[config.mk]
export PLATFORM = sky130hd
export DESIGN_NAME = spi_master_byte
export DESIGN_NICKNAME = d
export VERILOG_FILES = /design/src/rtl/spi_master_byte_pkg.sv /design/src/rtl/spi_master_byte_tick_gen.sv /design/src/rtl/spi_master_byte.sv
export SDC_FILE = /design/constraint.sdc
export NUM_CORES = 1
export LEC_CHECK = 0
export BUFFER_PORTS_ARGS = -buffer_cell sky130_fd_sc_hd__buf_2
export CAP_MARGIN = 5
export CORE_UTILIZATION = 59
export DETAILED_ROUTE_END_ITERATION = 6
export PLACE_DENSITY = 0.83
export SLEW_MARGIN = 20
export SYNTH_ARGS = -nofsm -noshare
export SYNTH_HDL_FRONTEND = slang
export SYNTH_SLANG_ARGS = --single-unit
export TNS_END_PERCENT = 5
[constraint.sdc]
create_clock -name clk -period 4.6 [get_ports clk]
set_input_delay 0.92 -clock clk [delete_from_list [all_inputs] [get_ports clk]]
set_output_delay 0.92 -clock clk [all_outputs]
set_load 0.02 [all_outputs]
[src/rtl/spi_master_byte_pkg.sv]
// Shared definitions for the byte SPI master: state encoding and default sizing.
// Imported by the top module and by its divider sub-module.
package spi_master_byte_pkg;

    typedef enum logic [2:0] {
        ST_IDLE  = 3'd0,
        ST_LEAD  = 3'd1,
        ST_HIGH  = 3'd2,
        ST_LOW   = 3'd3,
        ST_TRAIL = 3'd4
    } spi_state_e;

    localparam int DEF_DATA_W  = 8;
    localparam int DEF_CLK_DIV = 4;

endpackage

[src/rtl/spi_master_byte_tick_gen.sv]
// SCK half-period divider: counts 0..CLK_DIV-1 while enabled and flags the last count.
// A synchronous clear restarts the count whenever the owning FSM changes state.
module spi_tick_gen #(
    parameter int CLK_DIV = 4
) (
    input  logic clk,
    input  logic rst,
    input  logic en,
    input  logic clr,
    output logic tick
);

    localparam int              CNT_W    = $clog2(CLK_DIV);
    localparam logic [CNT_W-1:0] CNT_LAST = CNT_W'(CLK_DIV - 1);

    logic [CNT_W-1:0] div_cnt_q;
    logic [CNT_W-1:0] div_cnt_d;

    assign tick = (div_cnt_q == CNT_LAST);

    always_comb begin
        // NOTE: assign a default before any branch so no path leaves the signal unassigned (no latch).
        div_cnt_d = div_cnt_q + 1'b1;
        if (clr || !en || tick) begin
            div_cnt_d = '0;
        end
    end

    // NOTE: sequential state uses non-blocking assignments so every flop sees pre-edge values.
    always_ff @(posedge clk or posedge rst) begin
        if (rst) begin
            div_cnt_q <= '0;
        end else begin
            div_cnt_q <= div_cnt_d;
        end
    end

endmodule

[src/rtl/spi_master_byte.sv]
// Byte-oriented SPI master, mode 0, MSB first, with start/busy/done handshake.
// Every non-idle state lasts exactly CLK_DIV cycles of clk.
module spi_master_byte
    import spi_master_byte_pkg::*;
#(
    parameter int DATA_W  = DEF_DATA_W,
    parameter int CLK_DIV = DEF_CLK_DIV
) (
    input  logic              clk,
    input  logic              rst,
    input  logic              start,
    input  logic [DATA_W-1:0] tx_data,
    output logic              busy,
    output logic              done,
    output logic [DATA_W-1:0] rx_data,
    output logic              sck,
    output logic              mosi,
    input  logic              miso,
    output logic              cs_n
);

    localparam int               BIT_W    = $clog2(DATA_W);
    localparam logic [BIT_W-1:0] BIT_LAST = BIT_W'(DATA_W - 1);

    spi_state_e        state_q,   state_d;
    logic [BIT_W-1:0]  bit_cnt_q, bit_cnt_d;
    logic [DATA_W-1:0] tx_sr_q,   tx_sr_d;
    logic [DATA_W-1:0] rx_sr_q,   rx_sr_d;
    logic [DATA_W-1:0] rx_data_q, rx_data_d;
    logic              sck_q,     sck_d;
    logic              cs_n_q,    cs_n_d;
    logic              done_q,    done_d;
    logic              tick;

    spi_tick_gen #(
        .CLK_DIV (CLK_DIV)
    ) u_tick_gen (
        .clk  (clk),
        .rst  (rst),
        .en   (state_q != ST_IDLE),
        .clr  (state_d != state_q),
        .tick (tick)
    );

    always_comb begin
        state_d   = state_q;
        bit_cnt_d = bit_cnt_q;
        tx_sr_d   = tx_sr_q;
        rx_sr_d   = rx_sr_q;
        rx_data_d = rx_data_q;
        sck_d     = sck_q;
        cs_n_d    = cs_n_q;
        done_d    = 1'b0;

        case (state_q)
            ST_IDLE: begin
                if (start) begin
                    tx_sr_d   = tx_data;
                    cs_n_d    = 1'b0;
                    bit_cnt_d = '0;
                    state_d   = ST_LEAD;
                end
            end
            ST_LEAD, ST_LOW: begin
                if (tick) begin
                    state_d = ST_HIGH;
                    sck_d   = 1'b1;
                    rx_sr_d = {rx_sr_q[DATA_W-2:0], miso};
                end
            end
            ST_HIGH: begin
                if (tick) begin
                    sck_d = 1'b0;
                    if (bit_cnt_q == BIT_LAST) begin
                        state_d = ST_TRAIL;
                    end else begin
                        state_d   = ST_LOW;
                        tx_sr_d   = {tx_sr_q[DATA_W-2:0], 1'b0};
                        bit_cnt_d = bit_cnt_q + 1'b1;
                    end
                end
            end
            ST_TRAIL: begin
                if (tick) begin
                    state_d   = ST_IDLE;
                    cs_n_d    = 1'b1;
                    done_d    = 1'b1;
                    rx_data_d = rx_sr_q;
                end
            end
            default: state_d = ST_IDLE;
        endcase
    end

    always_ff @(posedge clk or posedge rst) begin
        if (rst) begin
            state_q   <= ST_IDLE;
            bit_cnt_q <= '0;
            tx_sr_q   <= '0;
            rx_sr_q   <= '0;
            rx_data_q <= '0;
            sck_q     <= 1'b0;
            cs_n_q    <= 1'b1;
            done_q    <= 1'b0;
        end else begin
            state_q   <= state_d;
            bit_cnt_q <= bit_cnt_d;
            tx_sr_q   <= tx_sr_d;
            rx_sr_q   <= rx_sr_d;
            rx_data_q <= rx_data_d;
            sck_q     <= sck_d;
            cs_n_q    <= cs_n_d;
            done_q    <= done_d;
        end
    end

    // The shift register MSB is the line itself, so mosi holds its last bit after a transfer.
    assign mosi    = tx_sr_q[DATA_W-1];
    assign busy    = (state_q != ST_IDLE);
    assign done    = done_q;
    assign rx_data = rx_data_q;
    assign sck     = sck_q;
    assign cs_n    = cs_n_q;

endmodule

* Word level (Yosys, flattened, before mapping)
Index checks and enable logic that the tools add are counted.
Word-level totals: flip-flop bits (word level) 35, output and inout bits 13
Operators by class: $add $sub $neg 2, equal/unequal tests 12, multiplexer cells 22, reductions and logical operators 14
Operator list (count):
- 3-bit 2-to-1 mux | 8
- 8-bit 2-to-1 mux | 3
- 8-bit case mux with 2 select lines | 1
- 3-bit case mux with 4 select lines | 1
- 3-bit by 2-bit equality test with 1-bit output (second input constant) | 2
- 3-bit equality test (second input constant) | 2
- 2-bit by 1-bit != test with 1-bit output (second input constant) | 3
- 3-bit case mux with 2 select lines | 1
- 3-bit AND reduction | 2
- 2-bit nonzero test | 3
- 1-bit 2-to-1 mux | 5
- 2-bit != test (second input constant) | 2
- 1-bit case mux with 2 select lines | 2
- 2-bit AND reduction | 2
- 4-bit AND reduction | 1
- 3-bit by 1-bit adder with 3-bit output (second input constant) | 1
- 3-bit by 1-bit equality test with 1-bit output (second input constant) | 1
- 3-bit logical NOT | 1
- 3-bit != test | 1
- 3-bit nonzero test | 1
- 2-bit by 1-bit adder with 2-bit output (second input constant) | 1
- 2-bit equality test (second input constant) | 1
- 1-bit logical OR | 2
- 2-bit 2-to-1 mux | 1
- other kinds (2) | 2

* Longest topological paths before layout
Gate-level depths: netlist of the first run.
word-level depth 8, mapped depth 6

* Hierarchy
From an unflattened synthesis of the first run, not the netlist that was laid out.
Unflattened totals: cell total of the unflattened synthesis 112, area, all modules 1587.8 sq um
By module, submodules not included:
- spi_master_byte | instances 1, cells each 106, area an instance 1493.9 sq um
- spi_tick_gen | instances 1, cells each 6, area an instance 93.8 sq um

* Worst setup path before layout of the first run
OpenSTA, ideal clock, no wires.
path type reg-to-output, start reg state_q[1], end out busy, data arrival time 1120 ps, data required time 3680 ps, setup slack 2560 ps, cell stages (with the launch flop) 4, buffers on the path 2, cells stage by stage dfrtp_1 buf_6 buf_2 or3_1
Between the ends: cells in the longest elaborated chain, start to end 1
Ends and longest elaborated chain:
- start: declaration | RTL line spi_master_byte.sv:25 | spi_state_e state_q, state_d;
- start signal: assignment | RTL line spi_master_byte.sv:106 | state_q <= state_d;
- 3-bit nonzero test | RTL line spi_master_byte.sv:119 | assign busy = (state_q != ST_IDLE);
- end: declaration | RTL line spi_master_byte.sv:13 | output logic busy,
Every way passes these cells.

* Worst setup path in the final report of the first run
Same ends and word-level chain as after synthesis.

==> impl_results.md, run 1 <==
- Clock sink count: 35
- Synth Area in Compound Gates: slightly above 7%
- Buf+Inv Stages, Crit Path: 1
- Num rows: 18
- Net Count, Synth: 130
- Vias: 948
- CP Launch Point: state_q[1]
- Worst R2R Path Depth: 5
- VDD IR-drop max: between 0.4 and 0.5 mV
- Post-place setup slack: 2450 ps
- Full die area: 2890 um^2
- Fmax: between 300 and 400 MHz
- Critical R2R Launch: bit_cnt_q[0]
- Max cap viols: 0
- Tmin final: 2520 ps
- CTS Buffer Depth: 2
- Die X: 53.8 um
- PortBufs: 24
- Leakage: a little over 0.9 nW
- Top delay family on crit path: flip-flops
- Mapped Area: roughly 1600 um^2
- RSZ-0062 raised after global routing: no
- CTS Buf Count: 5
- Most frequent cells in the layout: dfrtp_1, buf_2, mux2_2
- CTS tree: built
- Combinational family with the most area after synthesis: multiplexers
- Syn Area/Cell: about 14 um^2
- Type of origin of the critical path: flop
- Final period util: 54.8%
- WHS Path Cells: 1
- First-pass GRT wire length: 3940 um
- # diodes: 0
- Worst setup margin: 2080 ps
- Post-DP HPWL: 1730 um
- Status: completed
- Slew Limit Fails: 0
- Setup Crit Path Kind: flop to output port
- Multiplexer area fraction after synthesis: a little under a quarter
- Slew @ Worst Pin: 569 ps
- GRT Residual Overflow: 0
- WL final: 2540 um
- PwrDens: 570 nW/um^2
- HP Class: flop to flop
- Layout Utilization: 71.3%
- Routability-driven placement congestion ratio: 0.844
- Fraction of layout cells with a size suffix above 1: 41.4%
- Unique masters post-synth: 30
- Hold Vio Cnt, Final: 0
- Ordered list of cells on the worst path: or3_1, buf_2
- FF-to-FF setup slack: 2620 ps
- Slowest-stage cell, CP: dfrtp_1
- Clk_lat worst skew: 340 ps
- Yosys warns: 0
- Largest net degree at the start of global routing: 36
- Slew headroom: between 60 and 70%
- Drt wl/cell: 14.9 um
- H-tree depth: 2
- Num ports: 25
- Adder-cell area share of the yosys netlist: 3.16%
- Resized Gates After CTS: 0
- Starting Density: 63.3%
- Via/cell ratio: 5.58
- Final setup vio count: 0
- Commonest non-fill, non-tap cell in the layout: dfrtp_1
- Crit end category: output port
- Clock-pin slew on the worst setup and hold paths: 110 ps
- Synth Area in XOR/XNOR: 0%
- Vias in the first global route: 868
- Critical path required time: 3680 ps
- Setup bufs post-CTS: 0
- Worst-path fanout max: 17
- Die Ht: about 54 um
- Final Skew: 8.98 ps
- Largest stage delay, worst path: about 600 ps
- Flops & latches, synth: 35
- DRC Markers: 0
- Root Driver: clkbuf_4
- Drt initial violations: 13
- CTS Hold Bufs: 0
- Core ar.: roughly 2500 um^2
- Sequential fraction of the synthesis area: 55.4%
- HP Start: rx_data[6]
- Post-Synthesis Cells: 114
- Area Overhead vs Synth: 12.6%
- Initial antenna violation count: 0
- Sum Neg Setup Slack: 0 ps
- Critical Path AT: 1600 ps
- 1st-pass router iterations: 2
- Post-Synth Simple-Gate Area: 6.56%
- Fin nets: 155
- CP Depth: 2
- Fillers: 180
- Final ANT Viol Nets: 0
- GRT Overall Usage: 20.3%
metal layers:
layer  routed length [um]  GRT usage [%]
met1                 1170           24.8
met2                 1210           31.1
met3                  110           8.76
met4                   45           9.21
met5                    0              0
final cells by class:
type	instances	area, um^2	area share, %
clock buffers	6	51.3	2.88
clock inverters	2	35.0	1.97
inverters	3	11.3	0.632
multi-input cells	69	642	36.0
flip-flops and latches	35	877	49.2
well taps	30	37.5	2.11
repair buffers	25	128	7.16
flip-flops by register name, summed over array words and instances, names as in the netlist:
register,count
rx_data,8
rx_sr_q,8
tx_sr_q,8
bit_cnt_q,3
state_q,3
u_tick_gen.div_cnt_q,2
cs_n,1
done,1
sck,1
cell usage after synthesis:
master	n	area (um^2)
a2111oi_0	2	17.5
o21a_1	1	7.51
and3_1	1	6.26
nand4b_1	1	8.76
a311oi_1	1	8.76
a21oi_1	2	10.0
a21o_1	1	7.51
buf_2	3	15.0
buf_4	2	15.0
dfrtp_1	34	851
ha_1	4	50.1
inv_1	3	11.3
nor2_1	3	11.3
mux2_1	8	90.1
nand2b_1	1	6.26
o21ai_1	1	5.00
and3b_4	1	12.5
a22o_1	4	35.0
dfstp_2	1	26.3
o2bb2ai_1	1	8.76
or3_1	1	6.26
nand2_1	7	26.3
buf_6	2	22.5
and2_1	1	6.26
nor2b_1	2	12.5
a211oi_1	1	7.51
and2b_1	1	7.51
o21ai_0	1	5.00
mux2_2	16	180
mux2_4	7	105
metrics by stage:
stage / hold WS, ps / instance area, um^2 / instances / power [W]
after floorplan: 451 / 1580 / 114 / 0.000732
after global placement: 462 / 1700 / 162 / 0.000766
after detailed placement: 469 / 1700 / 162 / 0.000792
after CTS: 494 / 1780 / 170 / 0.00103
after global routing: 511 / 1780 / 170 / 0.00108
final: 489 / 1780 / 170 / 0.00102
kinds of logic (layout without fill, tap and decap cells):
| logic type | Yosys count | after routing |
|---|---|---|
| AO/OA/AOI/OAI | 15 | 15 |
| adder cells (fa/ha/maj) | 4 | 4 |
| buffers and inverters | 10 | 36 |
| flip-flops | 35 | 35 |
| multiplexers | 31 | 31 |
| AND/OR/NAND/NOR | 19 | 19 |
final timing paths:
check / end
worst max register to register: tx_sr_q[6]
min in group asynchronous: rx_data[1]
worst max-delay path: busy
worst min register to register: rx_data[6]
max in group asynchronous: cs_n
worst min-delay path: rx_data[6]
report_power, final:
group	internal, W	switching, W
Combinational	0.000183	0.000125
Clock	0.000128	0.000102
Sequential	0.000402	0.0000743
Total	0.000714	0.000301
worst reg2reg max path, delay by kind of cell, from the launching register on:
kind / cells / cell delay, ps
AOI/OAI and AO/OA: 1 / 400
DFF: 1 / 400
and+or+nand+nor: 1 / 310
muxes: 1 / 340
adders and majority gates: 2 / 420
No activity file was read; power rests on OpenSTA's default activity.
==> run 2: changes to the inputs <==
--- a/config.mk
+++ b/config.mk
@@ -7,9 +7,9 @@
 export LEC_CHECK = 0
 export BUFFER_PORTS_ARGS = -buffer_cell sky130_fd_sc_hd__buf_2
 export CAP_MARGIN = 5
-export CORE_UTILIZATION = 59
+export CORE_UTILIZATION = 49
 export DETAILED_ROUTE_END_ITERATION = 6
-export PLACE_DENSITY = 0.83
+export PLACE_DENSITY = 0.73
 export SLEW_MARGIN = 20
 export SYNTH_ARGS = -nofsm -noshare
 export SYNTH_HDL_FRONTEND = slang
==> constraint.sdc (replaced) <==
create_clock -name clk -period 2.09 [get_ports clk]
set_input_delay 0.418 -clock clk [delete_from_list [all_inputs] [get_ports clk]]
set_output_delay 0.418 -clock clk [all_outputs]
set_load 0.02 [all_outputs]
==> run 2 against run 1 <==
Net effect:
- non-clock buffer count up 3
- routed wire length rose by 2.3%
- sequential share of layout area fell by 0.58 points
- highest routed layer unchanged
- via count increased by 2.1%
- critical endpoint unchanged
==> impl_results.md, run 2 (synthesis gave the netlist of run 1 again) <==
- Post-place setup slack: 247 ps (was 2450 ps)
- Die X: 58.8 um (was 53.8 um)
- Fillers: 274 (was 180)
- H-tree depth: 2 (unchanged)
- Largest stage delay, worst path: 470 ps (was 600 ps)
- Slew @ Worst Pin: 434 ps (was 569 ps)
- Commonest non-fill, non-tap cell in the layout: dfrtp_1 (unchanged)
- Worst hold slack: 155 ps (was 489 ps)
- Num ports: 25 (unchanged)
- Final setup vio count: 0 (unchanged)
- CTS Hold Bufs: 0 (unchanged)
- Placed Cells: 179 (was 162)
- First-pass GRT wire length: 4410 um (was 3940 um)
- Root Driver: clkbuf_4 (unchanged)
- Final ANT Viol Nets: 0 (unchanged)
- Design Power: 0.00215 W (was 0.00102 W)
- Top delay family on crit path: flip-flops (unchanged)
- Combinational share of power: 32.7% (was 30.4%)
- Slowest-stage cell, CP: dfrtp_2 (was dfrtp_1)
- PwrDens: 1190 nW/um^2 (was 570 nW/um^2)
- CTS tree: built (unchanged)
- Setup bufs post-CTS: 0 (unchanged)
- HP Class: primary input to async pin (was flop to flop)
- FF-to-FF setup slack: 240 ps (was 2620 ps)
- CP Depth: 3 (was 2)
- Initial antenna violation count: 0 (unchanged)
- Full die area: 3460 um^2 (was 2890 um^2)
- Via/cell ratio: 5.18 (was 5.58)
- Clk_lat worst skew: 330 ps (was 340 ps)
- Clock-pin slew on the worst setup and hold paths: 100 ps (was 110 ps)
- Worst R2R Path Depth: 6 (was 5)
- Fin nets: 158 (was 155)
- Hold Vio Cnt, Final: 0 (unchanged)
- Critical Path AT: 1570 ps (was 1600 ps)
- Clock power frac: 19.3% (was 22.7%)
- Vias in the first global route: 999 (was 868)
- Sequential power share: 48.0% (was 46.9%)
- Resized Gates After CTS: 0 (unchanged)
- Clock sink count: 35 (unchanged)
- Final Skew: 4.47 ps (was 8.98 ps)
- Routability-driven placement congestion ratio: 0.748 (was 0.844)
- Final period util: a little over nine tenths
- Worst setup margin: 98.8 ps (was 2080 ps)
- Die Ht: 58.8 um (was 53.8 um)
- CTS Buf Count: 5 (unchanged)
- VDD IR-drop max: 0.612 mV (was 0.445 mV)
- Setup crit end: busy (unchanged)
- Slew Limit Fails: 0 (unchanged)
- Drt initial violations: 11 (was 13)
- WL final: 2600 um (was 2540 um)
- GRT Overall Usage: 17.5% (was 20.3%)
- Max cap viols: 0 (unchanged)
- Tmin final: 1990 ps
- Drt wl/cell: 13.9 um (was 14.9 um)
- Finished Layout Cells: 187 (was 170)
- Num rows: 20 (was 18)
- Crit end category: output port (unchanged)
- Type of origin of the critical path: flop (unchanged)
- Fmax: 502 MHz
- Buf+Inv Stages, Crit Path: 2 (was 1)
- Worst-path fanout max: 8 (was 17)
- RSZ-0062 raised after global routing: no (unchanged)
- 1st-pass router iterations: 4 (was 2)
- Area Overhead vs Synth: 14.1% (was 12.6%)
- P_sw: 0.000654 W (was 0.000301 W)
- Vias: 968 (was 948)
- Multi-input gate area: 642 um^2 (unchanged)
- Critical R2R Launch: bit_cnt_q[0] (unchanged)
- Slew headroom: 71.0% (was 62.0%)
- Pint: 0.00150 W (was 0.000714 W)
- GRT Residual Overflow: 0 (unchanged)
- Post-DP HPWL: 1830 um (was 1730 um)
- Sw Share: 30.3% (was 29.7%)
- Leakage: 0.920 nW (was 0.916 nW)
- Fraction of layout cells with a size suffix above 1: 42.7% (was 41.4%)
- Ordered list of cells on the worst path: buf_4, or3_1, buf_2 (was or3_1, buf_2)
- DRC Markers: 0 (unchanged)
- Storage element area: 878 um^2 (was 877 um^2)
- Status: completed (unchanged)
- Setup Crit Path Kind: flop to output port (unchanged)
- PortBufs: 24 (unchanged)
- CP Launch Point: state_q[1] (unchanged)
- Starting Density: 51.8% (was 63.3%)
- CTS Buffer Depth: 2 (unchanged)
- Critical path required time: 1670 ps (was 3680 ps)
- Core ar.: 3050 um^2 (was 2500 um^2)
- Worst R2R End: tx_sr_q[2] (was tx_sr_q[6])
- Most frequent cells in the layout: dfrtp_1, buf_2, mux2_2 (unchanged)
- # diodes: 0 (unchanged)
- Sum Neg Setup Slack: 0 ps (unchanged)
- Largest net degree at the start of global routing: 36 (unchanged)
run 2: worst min-delay path: cells and delay by family:
family / cells / cell delay [ps]
buffers and inverters: 3 / 510
run 2: power groups by stage:
stage / registers [W] / logic (W) / clock network (W)
after detailed placement: 0.00105 / 0.000719 / 0
after CTS: 0.00104 / 0.000717 / 0.000426
after global routing: 0.00107 / 0.000777 / 0.000458
after floorplan: 0.00100 / 0.000607 / 0
final: 0.00103 / 0.000704 / 0.000417
after global placement: 0.00103 / 0.000672 / 0
run 2: metrics by stage:
step,util (%),area (um^2)
floorplan,-,1580
global placement,56.8,1740
detailed placement,56.8,1740
CTS,59.1,1800
global route,59.1,1810
finish,59.1,1810
run 2: final cells by class:
class	count	area share, %
Tap cell	44	3.05
Timing Repair Buffer	28	8.32
Inverter	3	0.624
Sequential cell	35	48.6
Multi-Input combinational cell	69	35.6
Clock buffer	8	3.81
run 2: worst min path at each step:
stage | end | slack, ps | cells after the start
finish | rx_data[2] | 150 | 3
global placement | rx_data[6] | 460 | 1
floorplan | tx_sr_q[0] | 450 | 1
CTS | rx_sr_q[1] | 160 | 3
global route | rx_data[2] | 170 | 3
detailed placement | rx_data[3] | 470 | 1
run 2: per-layer routing:
layer / routed length [um] / vias to the layer above / GRT usage (%)
li1: - / 462 / -
met1: 1150 / 477 / 20.6
met2: 1320 / 22 / 29.7
met3: 80 / 7 / 4.62
met4: 51 / 0 / 8.16
met5: 0 / - / 0
==> run 3: changes to the inputs <==
--- a/config.mk
+++ b/config.mk
@@ -13,5 +13,6 @@
 export SLEW_MARGIN = 20
 export SYNTH_ARGS = -nofsm -noshare
 export SYNTH_HDL_FRONTEND = slang
+export SYNTH_HIERARCHICAL = 1
 export SYNTH_SLANG_ARGS = --single-unit
 export TNS_END_PERCENT = 5
==> run 3 against run 2 <==
Net effect:
- first-iteration DRC count rose by 55%
- via count decreased by 2.7%
- combinational power decreased by 2%
- clock power down 17%
- die area increased by 0.31%
- sequential cell count unchanged
- critical endpoint unchanged
- largest power group unchanged
==> impl_results.md, run 3 <==
- Critical Path AT: 1450 ps (was 1570 ps)
- DRC Markers: 0 (unchanged)
- Area leader, netlist: dfrtp_1 (unchanged)
- CTS Buffer Depth: 2 (unchanged)
- Fmax: 535 MHz (was 502 MHz)
- Combinational share of power: 33.2% (was 32.7%)
- # diodes: 0 (unchanged)
- Net Count, Synth: 127 (was 130)
- Mapped Area: 1590 um^2 (was 1580 um^2)
- Share of Yosys cell area claimed by the top area cell type: 53.6% (was 53.8%)
- Area Overhead vs Synth: 12.3% (was 14.1%)
- Worst-path fanout max: 11 (was 8)
- Clock power frac: 16.6% (was 19.3%)
- CTS tree: built (unchanged)
- Unique masters post-synth: 33 (was 30)
- Final Skew: 4.53 ps (was 4.47 ps)
- Top delay family on crit path: flip-flops (unchanged)
- Fraction of layout cells with a size suffix above 1: 47.5% (was 42.7%)
- Die X: 58.9 um (was 58.8 um)
- 1st-pass router iterations: 4 (unchanged)
- Setup Crit Path Kind: flop to output port (unchanged)
- Syn Area/Cell: 14.2 um^2 (was 13.9 um^2)
- Final instance area: 1780 um^2 (was 1810 um^2)
- Core ar.: 3050 um^2 (unchanged)
- Layout Utilization: 58.4% (was 59.1%)
- Final period util: 89.5% (was 95.3%)
- CTS Buf Count: 5 (unchanged)
- Status: completed (unchanged)
- Clock sink count: 35 (unchanged)
- Sw Share: 30.7% (was 30.3%)
- Sequential fraction of the synthesis area: 55.2% (was 55.4%)
- Hold Vio Cnt, Final: 0 (unchanged)
- Slew headroom: 66.0% (was 71.0%)
- Starting Density: 52.0% (was 51.8%)
- Final setup vio count: 0 (unchanged)
- WL final: 2550 um (was 2600 um)
- Top-count cell post-synth: dfrtp_1 (unchanged)
- Drt initial violations: 17 (was 11)
- Worst R2R Path Depth: 3 (was 6)
- PortBufs: 24 (unchanged)
- Synth cell count leaders: dfrtp_1, mux2_2, mux2_4, nand2_1, nor2_1 (was dfrtp_1, mux2_2, mux2_1, mux2_4, nand2_1)
- Setup bufs post-CTS: 0 (unchanged)
- RSZ-0062 raised after global routing: no (unchanged)
- Type of origin of the critical path: flop (unchanged)
- Main synth FF type: dfrtp_1 (unchanged)
- Clk_lat worst skew: 330 ps (about the same)
- CP Depth: 2 (was 3)
- Post-synth EDFFs: 0 (unchanged)
- Num rows: 20 (unchanged)
- Final ANT Viol Nets: 0 (unchanged)
- Pint: 0.00144 W (was 0.00150 W)
- Critical path required time: 1670 ps (about the same)
- GRT Overall Usage: 18.1% (was 17.5%)
- First-pass GRT wire length: 4550 um (was 4410 um)
- Num ports: 25 (unchanged)
- Clock-pin slew on the worst setup and hold paths: 100 ps (about the same)
- Most frequent cells in the layout: dfrtp_1, buf_2, mux2_2 (unchanged)
- Leakage: 0.890 nW (was 0.920 nW)
- VDD IR-drop max: 0.530 mV (was 0.612 mV)
- Slowest-stage cell, CP: dfrtp_1 (was dfrtp_2)
- Slew @ Worst Pin: 509 ps (was 434 ps)
- Tmin final: 1870 ps (was 1990 ps)
- PwrDens: 1160 nW/um^2 (was 1190 nW/um^2)
- Design Power: 0.00208 W (was 0.00215 W)
- H-tree depth: 2 (unchanged)
- Largest stage delay, worst path: 510 ps (was 470 ps)
- Full die area: 3470 um^2 (was 3460 um^2)
- GRT Residual Overflow: 0 (unchanged)
- Routability-driven placement congestion ratio: 0.700 (was 0.748)
- Largest cells by area after synthesis: dfrtp_1, mux2_2, mux2_4 (unchanged)
- Flops & latches, synth: 35 (unchanged)
- HP Class: primary input to flop (was primary input to async pin)
- P_sw: 0.000637 W (was 0.000654 W)
- Largest net degree at the start of global routing: 34 (was 36)
- Die Ht: 58.9 um (was 58.8 um)
- Storage element area: 877 um^2 (was 878 um^2)
- Drt wl/cell: 13.9 um (about the same)
- Sequential power share: 50.2% (was 48.0%)
- Initial antenna violation count: 0 (unchanged)
- Fin nets: 153 (was 158)
- Multi-input gate area: 652 um^2 (was 642 um^2)
- Commonest non-fill, non-tap cell in the layout: dfrtp_1 (unchanged)
- Root Driver: clkbuf_4 (unchanged)
- DP Area: 1720 um^2 (was 1740 um^2)
- Ordered list of cells on the worst path: or3_1, buf_2 (was buf_4, or3_1, buf_2)
- Yosys warns: 6 (was 0)
- Vias in the first global route: 987 (was 999)
- Post-Synthesis Cells: 112 (was 114)
- Sum Neg Setup Slack: 0 ps (unchanged)
- Crit end category: output port (unchanged)
- Fillers: 277 (was 274)
- Via/cell ratio: 5.15 (was 5.18)
- Vias: 942 (was 968)
- Ys async rst share: 100% (unchanged)
- Buf+Inv Stages, Crit Path: 1 (was 2)
- Slew Limit Fails: 0 (unchanged)
- WHS Path Cells: 2
- Post-DP HPWL: 1820 um (was 1830 um)
- Max cap viols: 0 (unchanged)
## run 3: cell types whose count changed in the layout (fill, tap and decap cells not counted), moves of 2 or more
cell	previous run	this run
mux2_1	8	1
nand2_1	7	4
clkbuf_8	2	0
mux2i_1	0	2
a22o_1	4	2
buf_4	4	1
mux2_2	16	23
a2111oi_0	2	0
and3b_1	0	2
## run 3: worst paths after layout
check	from	slack, ps	to
max	state_q[2]	220	busy
min	miso	310	rx_sr_q[0]
max reg2reg	u_tick_gen/div_cnt_q[0]	270	rx_data[4]
min reg2reg	u_tick_gen/div_cnt_q[0]	460	u_tick_gen/div_cnt_q[0]
max in group asynchronous	rst	1050	cs_n
min in group asynchronous	rst	470	u_tick_gen/div_cnt_q[0]
## run 3: cells by family after synthesis
kind of cell / after synthesis / synth area share, %
AO/OA/AOI/OAI: 10 / 4.49
adder cells (fa/ha/maj): 3 / 2.36
buffers and inverters: 10 / 3.78
flip-flops: 35 / 55.2
multiplexers: 33 / 24.9
AND/OR/NAND/NOR: 21 / 9.22
## run 3: cell type report
type,count,area share [%]
Sequential cell,35,49.2
Clock buffer,7,2.53
Inverter,3,0.632
Clock inverter,1,0.281
Timing Repair Buffer,26,7.72
Multi-Input combinational cell,67,36.6
Tap cell,44,3.09
## run 3: power by group through the flow
stage                     clock [W]  combinational (W)  sequential, W
after floorplan                   0           0.000611        0.00101
after global placement            0           0.000660        0.00104
after detailed placement          0           0.000703        0.00105
after CTS                  0.000361           0.000704        0.00104
after global routing       0.000388           0.000767        0.00107
final                      0.000345           0.000690        0.00104
## run 3: metal layers
metal / vias up / share of wire (%) / routed length (um) / GRT usage (%)
met2: 22 / 46 / 1180 / 27.3
met1: 464 / 48 / 1210 / 24.1
met5: - / 0 / 0 / 0
met4: 0 / 1.9 / 48 / 8.16
li1: 450 / - / - / -
met3: 6 / 4.3 / 110 / 5.49
## run 3: what timing repair did
action | CTS | global route
gates resized for setup | 0 | 1
hold endpoints to repair | 2 | 0
hold buffers | 1 | 0
endpoints found under the setup margin | 0 | 7
## run 3: stage by stage
stage / setup slack, ps / hold slack [ps] / instances
after global routing: 113 / 296 / 183
after floorplan: 412 / 159 / 112
after global placement: 217 / 275 / 174
after CTS: 112 / 300 / 183
final: 220 / 311 / 183
after detailed placement: 123 / 280 / 174
